<file path="config.mk">
export PLATFORM = sky130hd
export DESIGN_NAME = divider_8bit_seq
export DESIGN_NICKNAME = d
export VERILOG_FILES = /design/src/rtl/divider_8bit_seq.sv
export SDC_FILE = /design/constraint.sdc
export NUM_CORES = 1
export LEC_CHECK = 0
export ABC_CLOCK_PERIOD_IN_PS = 2600
export CAP_MARGIN = 20
export CORE_MARGIN = 2
export CORE_UTILIZATION = 53
export DETAILED_ROUTE_END_ITERATION = 7
export MAX_ROUTING_LAYER = met4
export PLACE_DENSITY = 0.79
export SYNTH_ARGS = -nofsm -noshare
export SYNTH_HDL_FRONTEND = slang
export SYNTH_SLANG_ARGS = --single-unit
export TNS_END_PERCENT = 30
</file>
<file path="constraint.sdc">
create_clock -name clk -period 2.6 [get_ports clk]
set_input_delay 0.39 -clock clk [delete_from_list [all_inputs] [get_ports clk]]
set_output_delay 0.39 -clock clk [all_outputs]
set_load 0.02 [all_outputs]
</file>
<file path="src/rtl/divider_8bit_seq.sv">
`default_nettype none
// ============================================================================
// Module      : divider_8bit_seq
// Description : Iterative restoring unsigned divider. Produces one quotient
//               bit per clock behind a start/busy/done handshake, so the
//               control unit can stall on DIV/MOD. Divide-by-zero completes
//               in a single cycle with a defined result and a flag.
// Ports       : clk         - system clock, rising edge
//               rst_n       - asynchronous active-low reset
//               start       - request a division (sampled only when idle)
//               dividend    - unsigned dividend, sampled at the accepting edge
//               divisor     - unsigned divisor, sampled at the accepting edge
//               busy        - iteration sequence in progress
//               done        - one-cycle pulse, results just updated
//               quotient    - registered quotient, held until next done
//               remainder   - registered remainder, held until next done
//               div_by_zero - registered flag for last completed operation
// Revision    : 1.0 - initial release
// ============================================================================
module divider_8bit_seq #(
  parameter int WIDTH = 8
) (
  input  logic             clk,
  input  logic             rst_n,
  input  logic             start,
  input  logic [WIDTH-1:0] dividend,
  input  logic [WIDTH-1:0] divisor,
  output logic             busy,
  output logic             done,
  output logic [WIDTH-1:0] quotient,
  output logic [WIDTH-1:0] remainder,
  output logic             div_by_zero
);

  localparam int              CNT_W     = $clog2(WIDTH);
  localparam logic [CNT_W-1:0] LAST_STEP = CNT_W'(WIDTH - 1);

  typedef enum logic [0:0] {
    IDLE = 1'b0,
    RUN  = 1'b1
  } state_t;

  state_t           r_state, w_state_next;
  logic [WIDTH-1:0] r_a, w_a_next;          // dividend shifting out, quotient shifting in
  logic [WIDTH-1:0] r_d, w_d_next;          // latched divisor
  logic [WIDTH-1:0] r_p, w_p_next;          // partial remainder
  logic [CNT_W-1:0] r_cnt, w_cnt_next;
  logic             w_done_next;
  logic [WIDTH-1:0] w_quotient_next;
  logic [WIDTH-1:0] w_remainder_next;
  logic             w_dbz_next;
  logic [WIDTH:0]   w_trial;

  // Trial subtraction of the divisor from the shifted partial remainder.
  // A set top bit means a borrow: the divisor does not fit this step.
  assign w_trial = {r_p, r_a[WIDTH-1]} - {1'b0, r_d};

  assign busy = (r_state == RUN);

  // --------------------------------------------------------------------------
  // Next-state and datapath logic
  // --------------------------------------------------------------------------
  always_comb begin
    w_state_next     = r_state;
    w_a_next         = r_a;
    w_d_next         = r_d;
    w_p_next         = r_p;
    w_cnt_next       = r_cnt;
    w_done_next      = 1'b0;
    w_quotient_next  = quotient;
    w_remainder_next = remainder;
    w_dbz_next       = div_by_zero;

    case (r_state)
      IDLE: begin
        if (start) begin
          if (divisor == '0) begin
            // Defined result for x/0; no iterations are run.
            w_quotient_next  = '1;
            w_remainder_next = dividend;
            w_dbz_next       = 1'b1;
            w_done_next      = 1'b1;
          end else begin
            w_a_next     = dividend;
            w_d_next     = divisor;
            w_p_next     = '0;
            w_cnt_next   = '0;
            w_state_next = RUN;
          end
        end
      end

      RUN: begin
        if (!w_trial[WIDTH]) begin
          // A successful subtraction leaves a result below the divisor,
          // so its top bit is always zero and WIDTH bits suffice.
          w_p_next = w_trial[WIDTH-1:0];
          w_a_next = {r_a[WIDTH-2:0], 1'b1};
        end else begin
          // Restore path: the shifted value was below the divisor, hence
          // below 2**WIDTH, so dropping its top bit loses nothing.
          w_p_next = {r_p[WIDTH-2:0], r_a[WIDTH-1]};
          w_a_next = {r_a[WIDTH-2:0], 1'b0};
        end
        w_cnt_next = r_cnt + CNT_W'(1);

        if (r_cnt == LAST_STEP) begin
          w_quotient_next  = w_a_next;
          w_remainder_next = w_p_next;
          w_dbz_next       = 1'b0;
          w_done_next      = 1'b1;
          w_state_next     = IDLE;
        end
      end

      default: w_state_next = IDLE;
    endcase
  end

  // --------------------------------------------------------------------------
  // State registers
  // --------------------------------------------------------------------------
  always_ff @(posedge clk or negedge rst_n) begin
    if (!rst_n) begin
      r_state     <= IDLE;
      r_a         <= '0;
      r_d         <= '0;
      r_p         <= '0;
      r_cnt       <= '0;
      done        <= 1'b0;
      quotient    <= '0;
      remainder   <= '0;
      div_by_zero <= 1'b0;
    end else begin
      r_state     <= w_state_next;
      r_a         <= w_a_next;
      r_d         <= w_d_next;
      r_p         <= w_p_next;
      r_cnt       <= w_cnt_next;
      done        <= w_done_next;
      quotient    <= w_quotient_next;
      remainder   <= w_remainder_next;
      div_by_zero <= w_dbz_next;
    end
  end

endmodule
`default_nettype wire

</file>
==> impl_metrics.yaml <==
run_status:
  outcome: "completed"
clock_network:
  ctsRootBufferMaster: "clkbuf_8"
  cts_tree: "built"
  htreeDepth: 2
  cts_max_path_buffers: 2
  clkLatencyLatePin_ns: 0.30
  path_clk_slew_ns: 0.09
  cts_made_buffers: 5
  cts.sinks: 46
global_routing:
  grt_first_pass_wirelength_um: 8870
  track_usage_pct: 23.6
  gr-total-overflow: 0
  grt_pass1_vias: 1781
  grt_max_degree: 25
  antenna_found_initial: 0
place:
  hpwl_um: 3810
  pre_cts_ws_ns: 0.112
  portBuffers: 37
  finalWeightedCongestion: 0.895
worst_setup_path:
  path_cells: "inv_1, ha_1, inv_1, fa_1, a21oi_1, o21ai_2, o22ai_4, xor2_4, mux2_1, a21oi_1"
  cp_num_buf_inv: 2
  ff2ff_path_depth: 10
  cp-endpoint: "remainder[0]"
  worstPathArrival_ns: 2.69
  cp_num_cells: 10
  crit_slowest_cell: "fa_1"
  slowest_delay_ns: 0.40
  r2r-end: "remainder[0]"
  critPathKind: "flip-flop to flip-flop"
  worstPathRequired_ns: 2.83
  setup.worst_path.end_class: "flip-flop"
  cp-startpoint: "r_a[7]"
  ff2ff_setup_slack_ns: 0.14
  cp-start-kind: "flip-flop"
  timing.rr.start: "r_a[7]"
  cp_max_fo: 5
  crit_family: "compound AO/OA/AOI/OAI gates"
logic_synthesis:
  synthFlopType: "dfrtp_1"
  syn_nets: 269
  syn_avg_cell_area_um2: 9.74
  ys_types: 37
  yosysMostFrequentCell: "dfrtp_1"
  ys_seq_area_share_pct: 49.4
  ys_ff_latch: 46
  synth_area_leaders: "dfrtp_1 (49%), mux2i_1 (5.6%), ha_1 (5.4%)"
  yosysTopAreaCell: "dfrtp_1"
  synth.top_cell.area_share_pct: 49.4
  ys_async_sr_fraction_pct: 100
  synthCells: 239
  yosys_warnings: 0
  synth_edf_count: 0
  synthTopCellsByCount: "dfrtp_1 (46), nand2_1 (28), o21ai_0 (24)"
  synthesis.area_um2: 2330
floorplanning:
  initial_utilization_pct: 54.2
  coreArea_um2: 4290
  num_rows: 24
  fp.dieH_um: 70.3
  die_w_um: 70.3
  boundaryPins: 38
  dieArea_um2: 4940
drt:
  ant_nets: 0
  drc_errors: 0
  vias_per_cell: 5.57
  drt_iter0_drc: 144
  wl_per_cell_um: 15.6
  routed_wirelength_um: 5210
  first_pass_iters: 4
  vias: 1861
timing:
  finalCriticalPeriod_ns: 2.46
  slew_viol_final: 0
  hold_viol: 0
  rsz0062_at_grt: "no"
  fin_crit_sh_pct: 94.5
  clock_skew_ns: 0.00549
  worst_slew_pin_slew_ns: 0.569
  finalSetupTns_ns: 0
  slew_headroom_pct: 61.8
  fmax_ghz: 0.407
  setup_viol: 0
  setup_ws_ns: 0.143
power:
  ir_drop_mv: 0.713
  power_leakage_nw: 1.27
  p_per_area_nw_per_um2: 1490
cells_and_area:
  regArea_um2: 1150
  fin_nets: 311
  multi_input_area_um2: 1100
  fillCellCount: 357
  layout-drive-gt1-share_pct: 9.22
  synthToLayoutAreaGrowth_pct: 23.4
  diodes: 0
hold_path:
  min_path_type: "primary input to async pin"
run:
  maxCapViolCount: 0
==> through the flow <==
stage	area (µm²)	utilization [%]	power, mW	std cells	hold slack, ns
final	2870	66.9	4.29	334	0.0590
after global routing	2870	66.9	4.64	334	0.101
after CTS	2860	66.7	4.23	333	0.0781
after detailed placement	2780	64.7	3.78	325	0.404
after global placement	2780	64.7	3.70	325	0.397
after floorplan	2330	-	3.05	239	0.0944
==> logic make-up after synthesis <==
group,after synthesis,share of synthesized area [%]
buffers and inverters,21,3.44
multiplexers,16,7.04
adder cells (fa/ha/maj),11,6.23
XOR/XNOR,7,3.76
flip-flops,46,49.4
AO/OA/AOI/OAI,63,15.6
AND/OR/NAND/NOR,75,14.5
==> report_power, final <==
group	total (mW)	internal (mW)	leakage (nW)	switching [mW]
logic	2.54	1.16	0.681	1.37
clock network	0.441	0.190	0.0452	0.251
registers	1.31	1.06	0.545	0.247
total	4.29	2.42	1.27	1.87
==> layout make-up <==
type,count,share of cell area (%)
Clock buffer,6,2.53
Inverter,10,1.31
Multi-Input combinational cell,172,38.3
Timing Repair Buffer,46,15.1
Tap cell,52,2.26
Sequential cell,46,40.1
Clock inverter,2,0.479
==> placed cells by master (no fill, tap or decap), types with 3 or more instances in the layout <==
master,Yosys,final
dfrtp_1,46,46
clkdlybuf4s50_1,0,36
nand2_1,28,28
o21ai_0,24,24
nor2_1,19,19
a21oi_1,18,18
mux2i_1,13,12
nand3_1,12,12
ha_1,10,10
inv_1,9,9
buf_4,0,9
o22ai_1,6,6
o21ai_1,5,5
clkbuf_8,0,5
xnor2_1,4,4
o21a_1,3,3
or3_1,3,3
==> metal layers <==
layer	GRT usage, %	up-vias	part of all wire, %
li1	-	921	-
met1	33.1	887	45
met2	35.7	47	49
met3	5.05	6	4.5
met4	5.13	0	1.2
met5	-	-	0
==> flip-flops by register name, summed over array words and instances (netlist names) <==
name and flops:
quotient 8, div_by_zero 1, busy 1, r_d 8, r_a 8, r_p 8
done 1, remainder 8, r_cnt 3
==> worst min-delay path by stage <==
| stage | start | to | depth (start not counted) |
|---|---|---|---|
| after CTS | rst_n | r_d[2] | 1 |
| final | rst_n | r_d[4] | 1 |
| after global routing | rst_n | r_d[2] | 1 |
| after global placement | rst_n | r_d[2] | 1 |
| after floorplan | rst_n | busy | 0 |
| after detailed placement | rst_n | r_d[2] | 1 |
==> what timing repair did <==
action,CTS,global route
setup buffers,0,1
resized for setup,0,1
setup endpoints to repair,0,2
hold buffers,0,0
endpoints found under the hold margin,0,0
No activity file was read; power rests on OpenSTA's default activity.
